===== src/rtl/ps2_key_event_decoder.sv =====
// PS/2 keyboard receiver and key event decoder.
// Synchronizes and deglitches the raw PS/2 pins, assembles 11-bit frames
// (start, 8 data LSB first, odd parity, stop), and turns make/break/E0
// sequences into a key-held map, a last-changed code and a command code.
module ps2_key_event_decoder #(
  parameter int unsigned FILTER_LEN     = 4,
  parameter int unsigned TIMEOUT_CYCLES = 100000,
  parameter logic [8:0]  LEFT_CODE      = 9'h16B,
  parameter logic [8:0]  RIGHT_CODE     = 9'h174
) (
  input  logic         clk,
  input  logic         rst,
  input  logic         ps2_clk,
  input  logic         ps2_data,
  output logic [511:0] key_down,
  output logic [8:0]   last_change,
  output logic         been_ready,
  output logic [3:0]   key_num,
  output logic         frame_err
);

  localparam int unsigned FW = (FILTER_LEN > 1) ? $clog2(FILTER_LEN + 1) : 1;
  localparam int unsigned TW = $clog2(TIMEOUT_CYCLES + 1);

  localparam logic [1:0] S_IDLE   = 2'd0;
  localparam logic [1:0] S_DATA   = 2'd1;
  localparam logic [1:0] S_PARITY = 2'd2;
  localparam logic [1:0] S_STOP   = 2'd3;

  // Synchronizer stages
  logic          clk_s1, clk_s2;
  logic          data_s1, data_s2;

  // Glitch filter and edge detect
  logic          filt_level;
  logic          filt_prev;
  logic [FW-1:0] filt_cnt;
  logic          fall;

  // Frame assembly
  logic [1:0]    state;
  logic [2:0]    bit_cnt;
  logic [7:0]    shreg;
  logic          parity;
  logic [TW-1:0] to_cnt;
  logic          timeout_hit;
  logic          stop_fall;
  logic          frame_ok;

  // Byte decode
  logic          ext;
  logic          brk;
  logic [8:0]    code;
  logic [3:0]    code_key_num;

  // Two-flop synchronizers for both asynchronous pins
  always_ff @(posedge clk) begin
    clk_s1  <= ps2_clk;
    clk_s2  <= clk_s1;
    data_s1 <= ps2_data;
    data_s2 <= data_s1;
  end

  // Accept a new ps2_clk level only after FILTER_LEN equal consecutive samples.
  // Reset loads the current pin level so a reset while the line is low
  // does not manufacture a falling edge.
  always_ff @(posedge clk) begin
    if (rst) begin
      filt_level <= clk_s2;
      filt_cnt   <= '0;
    end else if (clk_s2 == filt_level) begin
      filt_cnt   <= '0;
    end else if (filt_cnt == FW'(FILTER_LEN - 1)) begin
      filt_level <= clk_s2;
      filt_cnt   <= '0;
    end else begin
      filt_cnt   <= filt_cnt + 1'b1;
    end
  end

  // Delayed filtered level for falling-edge detection
  always_ff @(posedge clk) begin
    if (rst) filt_prev <= clk_s2;
    else     filt_prev <= filt_level;
  end

  // Frame-level qualifiers
  always_comb begin
    fall        = filt_prev & ~filt_level;
    timeout_hit = (state != S_IDLE) && !fall && (to_cnt == TW'(TIMEOUT_CYCLES - 1));
    stop_fall   = fall && (state == S_STOP);
    frame_ok    = data_s2 && (^{shreg, parity});
  end

  // Inter-edge watchdog: restarts on every edge, runs only inside a frame
  always_ff @(posedge clk) begin
    if (rst)                  to_cnt <= '0;
    else if (fall)            to_cnt <= '0;
    else if (timeout_hit)     to_cnt <= '0;
    else if (state != S_IDLE) to_cnt <= to_cnt + 1'b1;
    else                      to_cnt <= '0;
  end

  // Frame assembly FSM, advanced on filtered falling edges
  always_ff @(posedge clk) begin
    if (rst) begin
      state   <= S_IDLE;
      bit_cnt <= '0;
      shreg   <= '0;
      parity  <= 1'b0;
    end else if (fall) begin
      case (state)
        S_IDLE: begin
          if (!data_s2) begin
            state   <= S_DATA;
            bit_cnt <= '0;
          end
        end
        S_DATA: begin
          shreg   <= {data_s2, shreg[7:1]};
          bit_cnt <= bit_cnt + 1'b1;
          if (bit_cnt == 3'd7) state <= S_PARITY;
        end
        S_PARITY: begin
          parity <= data_s2;
          state  <= S_STOP;
        end
        default: begin
          state <= S_IDLE;
        end
      endcase
    end else if (timeout_hit) begin
      state <= S_IDLE;
    end
  end

  // Code formation and arrow-key mapping
  always_comb begin
    code = {ext, shreg};
    if (code == LEFT_CODE)       code_key_num = 4'd2;
    else if (code == RIGHT_CODE) code_key_num = 4'd3;
    else                         code_key_num = 4'd4;
  end

  // Byte decode: prefixes arm ext/brk, any other byte commits an event.
  // Errors drop any pending prefix so a lost frame cannot mis-tag the next key.
  always_ff @(posedge clk) begin
    if (rst) begin
      key_down    <= '0;
      last_change <= '0;
      key_num     <= 4'd4;
      been_ready  <= 1'b0;
      frame_err   <= 1'b0;
      ext         <= 1'b0;
      brk         <= 1'b0;
    end else begin
      been_ready <= 1'b0;
      frame_err  <= 1'b0;
      if (timeout_hit || (stop_fall && !frame_ok)) begin
        frame_err <= 1'b1;
        ext       <= 1'b0;
        brk       <= 1'b0;
      end else if (stop_fall) begin
        if (shreg == 8'hE0) begin
          ext <= 1'b1;
        end else if (shreg == 8'hF0) begin
          brk <= 1'b1;
        end else begin
          key_down[code] <= ~brk;
          last_change    <= code;
          key_num        <= code_key_num;
          been_ready     <= 1'b1;
          ext            <= 1'b0;
          brk            <= 1'b0;
        end
      end
    end
  end

endmodule


===== config.mk =====
export PLATFORM = sky130hd
export DESIGN_NAME = ps2_key_event_decoder
export DESIGN_NICKNAME = d
export VERILOG_FILES = /design/src/rtl/ps2_key_event_decoder.sv
export SDC_FILE = /design/constraint.sdc
export NUM_CORES = 1
export LEC_CHECK = 0
export BUFFER_PORTS_ARGS = -buffer_cell sky130_fd_sc_hd__buf_2
export CORE_MARGIN = 4
export CORE_UTILIZATION = 58
export CTS_CLUSTER_SIZE = 30
export DETAILED_ROUTE_END_ITERATION = 10
export PLACE_DENSITY = 0.93
export SLEW_MARGIN = 0
export SYNTH_ARGS = -nofsm -noshare
export SYNTH_HDL_FRONTEND = slang
export SYNTH_SLANG_ARGS = --single-unit
export TNS_END_PERCENT = 20

===== constraint.sdc =====
create_clock -name clk -period 6.3 [get_ports clk]
set_input_delay 0.315 -clock clk [delete_from_list [all_inputs] [get_ports clk]]
set_output_delay 0.315 -clock clk [all_outputs]
set_load 0.05 [all_outputs]

==> flow_summary.ini, run 1 <==
[pwr]
power_frac_clock_pct = 48.6
internal_power_uw = 5680
switching_share_pct = 22.1
p_seq_share_pct = 49.3
leakage_uw = 0.0116
power_density_nw_per_um2 = 243
power_frac_comb_pct = 2.1
ir_drop_mv = 0.226
power_uw = 7300
switching_power_uw = 1620

[layout]
layout_commonest_cell = dfxtp_1
area_growth_pct = 16.9
antenna_cells = 0
drive_gt1_share_pct = 25.6
nNetsFinal = 3100
layout_common_cells = dfxtp_1, buf_2, nand2_1
fin_util_pct = 69.1

[logic_synthesis]
synthArstFlopShare_pct = 0
yosys.area_share.adder_pct = 0.438
synth_simple_gate_area_share_pct = 25.4
yosys_warnings = 0
synth_xor_area_share_pct = 1.10
seq_area_frac_synth_pct = 44.3
synth_edf_count = 1
yosys_most_used_dff = dfxtp_1
synthMuxAreaShare_pct = 12.3
avgSynthCellArea_um2 = 9.17
synth-seq-cells = 568
synth_compound_area_share_pct = 10.9
synth_nets = 2814
yosysUniqueCellTypes = 58
synth_top_family_by_area = simple AND/OR/NAND/NOR gates
mappedNetlistArea_um2 = 25700
synthCells = 2801

[critical_path]
ff2ff_setup_slack_ns = 2.76
crit_slowest_cell = dfxtp_2
timing.rr.end = key_down[131]
critPathMaxStageDelay_ns = 0.97
crit_path_end_kind = register
cp-start-kind = register
worstSetupPathType = register to register
cp_num_buf_inv = 1
cp_top_family = flip-flops
crit_fanout = 196
r2r-start = shreg[2]
cp.required_ns = 6.81
path_cells = xnor2_1 > xnor2_2 > xor2_4 > buf_12 > nor4_2 > mux2i_1
reg2reg_depth = 6
crit_arrival_ns = 4.04

[die]
ios = 531
initial_core_util_pct = 59.1
die_area_um2 = 47700
row_count = 76
die_x_um = 218
placeableCoreArea_um2 = 43500
die_y_um = 218

[routing]
first_pass_iters = 6
ant_nets = 0
top_layer = met4
met3_length_um = 10400
drc = 0
vias = 24500
post_drt_wl_per_cell_um = 24.0
wl_um = 89000
drt-met1-wl_um = 32500
routed-wl-met2_um = 41000
routed_via_density = 6.60
drt_iter0_drc = 3621

[min_path]
holdPathEnd = key_down[224]
min_from = rst
hp-class = input pin to register
hold_depth = 2

[clock_network]
cts-root-buf = clkbuf_16
clk_pin_slew_ns = 0.06
cts_tree = done
clkLatencyLatePin_ns = 0.62
numCtsBuffers = 57
post_cts_buffers = 0
clkSinkCount = 568
htreeDepth = 2
clock_path_buffers = 3

[timing]
max_slew_margin_pct = 13.7
fin_crit_ns = 3.54
tns_ns = 0
timing.fmax_ghz = 0.283
worst_pin_slew_ns = 1.29
finalSetupViolations = 0
min_period_over_period_pct = 56.1
hold_viol_final = 0
drv_slew = 0
rsz0062_at_grt = false
final.setup_skew_ns = 0.0232

[run_status]
status = completed

[flow_run]
cap_violations = 0

[placement]
finalWeightedCongestion = 0.876
dp_hpwl_um = 53700
io_buffer_count = 529

[global_route]
grt_usage_pct = 34.9
gr-total-overflow = 0
grt_max_degree = 237
grt_pass1_wl_um = 135000
antenna_found_initial = 0
first_global_vias = 22800
## cell families after synthesis
| logic type | count (synthesis) |
|---|---|
| muxes | 315 |
| buffers and inverters | 346 |
| other | 1 |
| adders and majority gates | 9 |
| AOI/OAI and AO/OA | 434 |
| xor gates and xnor gates | 25 |
| DFF | 568 |
| and+or+nand+nor | 1103 |
## synthesized netlist by cell type, types with 20 or more instances
master | n | area [µm²]
or4_1 | 97 | 728
a311oi_1 | 21 | 184
nor4_1 | 61 | 382
dfxtp_1 | 567 | 11400
buf_2 | 47 | 235
nor2_1 | 69 | 259
a21oi_1 | 170 | 851
clkbuf_1 | 252 | 946
mux2i_1 | 314 | 3140
o31ai_1 | 96 | 721
or3_1 | 62 | 388
nand4_1 | 120 | 751
o311ai_0 | 20 | 175
buf_1 | 21 | 78.8
nand2_1 | 412 | 1550
o21ai_0 | 62 | 310
nor4_2 | 127 | 1590
o41ai_1 | 26 | 228
a41oi_1 | 23 | 201
nand3_1 | 91 | 455
## layer usage
metal | GRT usage (%) | vias up
met1 | 43.1 | 11700
met4 | 18.4 | 0
met3 | 10.0 | 335
li1 | - | 10900
met2 | 55.7 | 1634
met5 | 0 | -
## per-stage QoR
stage	setup WS (ns)	hold slack, ns	area [µm²]	std cells
2_1_floorplan	4.11	0.310	25700	2801
3_3_place_gp	3.03	0.315	28100	3611
3_5_place_dp	2.91	0.312	28100	3611
4_1_cts	2.87	0.113	30000	3716
5_1_grt	2.65	0.141	30000	3716
6_report	2.76	0.132	30000	3716
## power by group through the flow
| stage | Combinational [µW] | Clock [µW] | Sequential, µW |
|---|---|---|---|
| 2_1_floorplan | 125 | 0 | 3680 |
| 3_3_place_gp | 150 | 0 | 3680 |
| 3_5_place_dp | 149 | 0 | 3680 |
| 4_1_cts | 149 | 3560 | 3600 |
| 5_1_grt | 164 | 3700 | 3600 |
| 6_report | 154 | 3550 | 3600 |
## flip-flops by register name, indices dropped and copies added (netlist names)
register / flops
state: 2
filt_level: 1
last_change: 9
clk_s1: 1
key_num: 3
parity: 1
filt_prev: 1
key_down: 512
filt_cnt: 3
brk: 1
data_s1: 1
ext: 1
been_ready: 1
to_cnt: 17
data_s2: 1
shreg: 8
bit_cnt: 3
frame_err: 1
clk_s2: 1
## what timing repair did
| item | CTS | global route |
|---|---|---|
| gates resized for setup | 0 | 0 |
| setup endpoints to repair | 0 | 0 |
| hold endpoints to repair | 2 | 0 |
| hold buffers | 2 | 0 |
## worst max-delay path by stage
| stage | from | endpoint | slack [ns] | depth (start not counted) |
|---|---|---|---|---|
| after CTS | shreg[2] | key_down[474] | 2.87 | 6 |
| final | shreg[2] | key_down[131] | 2.76 | 6 |
| after global placement | shreg[2] | key_down[490] | 3.03 | 6 |
| after floorplan | state[0] | key_down[377] | 4.11 | 9 |
| after detailed placement | shreg[2] | key_down[474] | 2.91 | 6 |
| after global routing | state[1] | key_down[80] | 2.65 | 5 |
## layout make-up
cell class                      instances  area [µm²]
Fill cell                            3060       13400
Timing Repair Buffer                  563        2980
Tap cell                              585         732
Clock buffer                           82        1650
Clock inverter                         21         283
Inverter                               10        45.0
Sequential cell                       568       11400
Multi-Input combinational cell       1887       13000
Note: power is estimated with default switching activity, not from simulation.
==> inputs of run 2 (changes only) <==
ABC_AREA = 1   (was unset)
PLACE_DENSITY = 0.9   (was 0.93)
clock period = 3.7 ns   (was 6.3 ns; I/O delays follow)
==> flow_summary.ini, run 2 <==
[global_route]
first_global_vias = 30000
antenna_found_initial = 0
gr-total-overflow = 0
grt_pass1_wl_um = 161000
grt_usage_pct = 32.4
grt_max_degree = 197

[critical_path]
path_cells = inv_1 > ha_1 > nor4_1 > nand3_4 > buf_4 > buf_4 > nand4_2 > nand2_1 > nand2_1 > nor2_1
crit_path_end_kind = register
ff2ff_setup_slack_ns = 0.78
worstSetupPathType = register to register
r2r-start = state[0]
reg2reg_depth = 10
cp-start-kind = register
crit_start = state[0]
crit_slowest_cell = nor4_1
crit_fanout = 29
timing.rr.end = key_down[88]
critPathMaxStageDelay_ns = 0.47
cp-endpoint = key_down[88]
cp.required_ns = 4.20
crit_arrival_ns = 3.42

[die]
die_x_um = 248
initial_core_util_pct = 59.0
die_area_um2 = 61600
row_count = 87
ios = 531
die_y_um = 248
placeableCoreArea_um2 = 56700

[clock_network]
post_cts_buffers = 0
clk_pin_slew_ns = 0.06
numCtsBuffers = 60
post_cts_resized = 0
clkSinkCount = 568
cts-root-buf = clkbuf_16
clkLatencyLatePin_ns = 0.62
clock_path_buffers = 3
htreeDepth = 2
cts_tree = done

[layout]
top_regs = key_down: 512 flops, to_cnt: 17 flops, last_change: 9 flops
nNetsFinal = 5120
fin_cells = 5907
largest_register = key_down
drive_gt1_share_pct = 23.5
area_growth_pct = 10.4
fin_util_pct = 65.2
largest_reg_flops = 512
layout_commonest_cell = nor2_1
antenna_cells = 0
final_area_um2 = 37000
layout_common_cells = nor2_1, nand2_1, dfxtp_1

[timing]
final.setup_skew_ns = 0.0161
worst_pin_slew_ns = 1.19
min_period_over_period_pct = 78.9
setup_slack_ns = 0.782
rsz0062_at_grt = false
fin_crit_ns = 2.92
tns_ns = 0
finalSetupViolations = 0
hold_viol_final = 0
timing.fmax_ghz = 0.343
drv_slew = 0
max_slew_margin_pct = 20.5

[pwr]
leakage_uw = 0.0311
ir_drop_mv = 0.346
power_density_nw_per_um2 = 335

[placement]
dp_slack_ns = 0.654
dp_cells = 5799
io_buffer_count = 529
finalWeightedCongestion = 0.858
dp_hpwl_um = 64600
dpl_cell_area_um2 = 35000

[logic_synthesis]
synthCells = 4826
synth_nets = 4839
synthArstFlopShare_pct = 0
synth_top_area_share_pct = 33.9
yosys_warnings = 0
yosys.area.top_type = dfxtp_1
synth.most_common_cell = nor2_1
synth_edf_count = 1
netlist_top_cells_area = dfxtp_1, nand4_2, nor2_1
mappedNetlistArea_um2 = 33500
seq_area_frac_synth_pct = 34.0
avgSynthCellArea_um2 = 6.94
synth-seq-cells = 568
synth_common_cells = nor2_1, nand2_1, dfxtp_1
yosys_most_used_dff = dfxtp_1
yosysUniqueCellTypes = 36

[run_status]
status = completed

[routing]
ant_nets = 0
vias = 32800
wl_um = 106000
drt_iter0_drc = 3849
first_pass_iters = 6
routed_via_density = 5.56
drc = 0
post_drt_wl_per_cell_um = 17.9

[min_path]
hp-class = input pin to register

[flow_run]
cap_violations = 0
-- run 2: cell types whose count changed in the layout (fill, tap and decap cells not counted), sizes merged, moves of 76 or more --
cell   change
nand2    +724
inv      +550
nor4     -184
nor2    +1497
nand4    +396
nand3     -76
a21oi    -136
mux2i    -314
o31ai     -95
or4       -97
-- run 2: cell type report --
class	instances	area (µm²)
inverters	564	2130
fillers	4540	19800
multi-input cells	3322	17200
clock buffers	96	1820
clock inverters	10	86.3
well taps	756	946
flip-flops and latches	568	11400
repair buffers	591	3370
-- run 2: where the power goes --
part | internal, µW | switching [µW] | leakage [µW]
combinational | 40.0 | 241 | 0.0256
clock | 3400 | 2560 | 0.000928
sequential | 6130 | 11.4 | 0.00458
total | 9570 | 2810 | 0.0311
-- run 2: worst max-delay path: cells and delay by family (launching register included) --
family	cells	cell delay, ns
and+or+nand+nor	6	1.28
buffers and inverters	3	0.91
DFF	1	0.36
adders and majority gates	1	0.24
-- run 2: per-stage QoR --
| stage | total power, µW | hold slack [ns] |
|---|---|---|
| 4_1_cts | 12400 | 0.0117 |
| 3_5_place_dp | 6550 | 0.289 |
| 6_report | 12400 | 0.0352 |
| 2_1_floorplan | 6490 | 0.213 |
| 3_3_place_gp | 6550 | 0.288 |
| 5_1_grt | 12700 | 0.0468 |
-- run 2: cells by family (layout without fill, tap and decap cells) --
family	Yosys count	in the layout	share of synthesized area, %
AND/OR/NAND/NOR	3252	3252	49.9
buffers and inverters	936	1261	14.7
flip-flops	568	568	34.0
AO/OA/AOI/OAI	53	53	0.863
adder cells (fa/ha/maj)	9	9	0.336
XOR/XNOR	7	7	0.183
other	1	1	0.0112
-- run 2: metal layers --
metal | track usage [%] | vias up | routed length, µm
met2 | 51.3 | 1906 | 47800
li1 | - | 15400 | -
met1 | 42.6 | 15100 | 40700
met5 | 0 | - | 0
met4 | 16.9 | 0 | 6100
met3 | 5.43 | 418 | 11100
-- run 2: worst min-delay path by stage --
| stage | startpoint | end | slack, ns | depth (start not counted) |
|---|---|---|---|---|
| floorplan | ps2_clk | clk_s1 | 0.21 | 0 |
| global placement | ps2_data | data_s1 | 0.29 | 1 |
| detailed placement | ps2_data | data_s1 | 0.29 | 1 |
| CTS | rst | key_down[496] | 0.01 | 2 |
| global route | rst | key_down[224] | 0.05 | 2 |
| finish | rst | key_down[496] | 0.04 | 2 |
-- run 2: timing repair --
item                                    CTS  global route
endpoints found under the setup margin    0             0
hold buffers                              2             0
hold endpoints to repair                  2             0
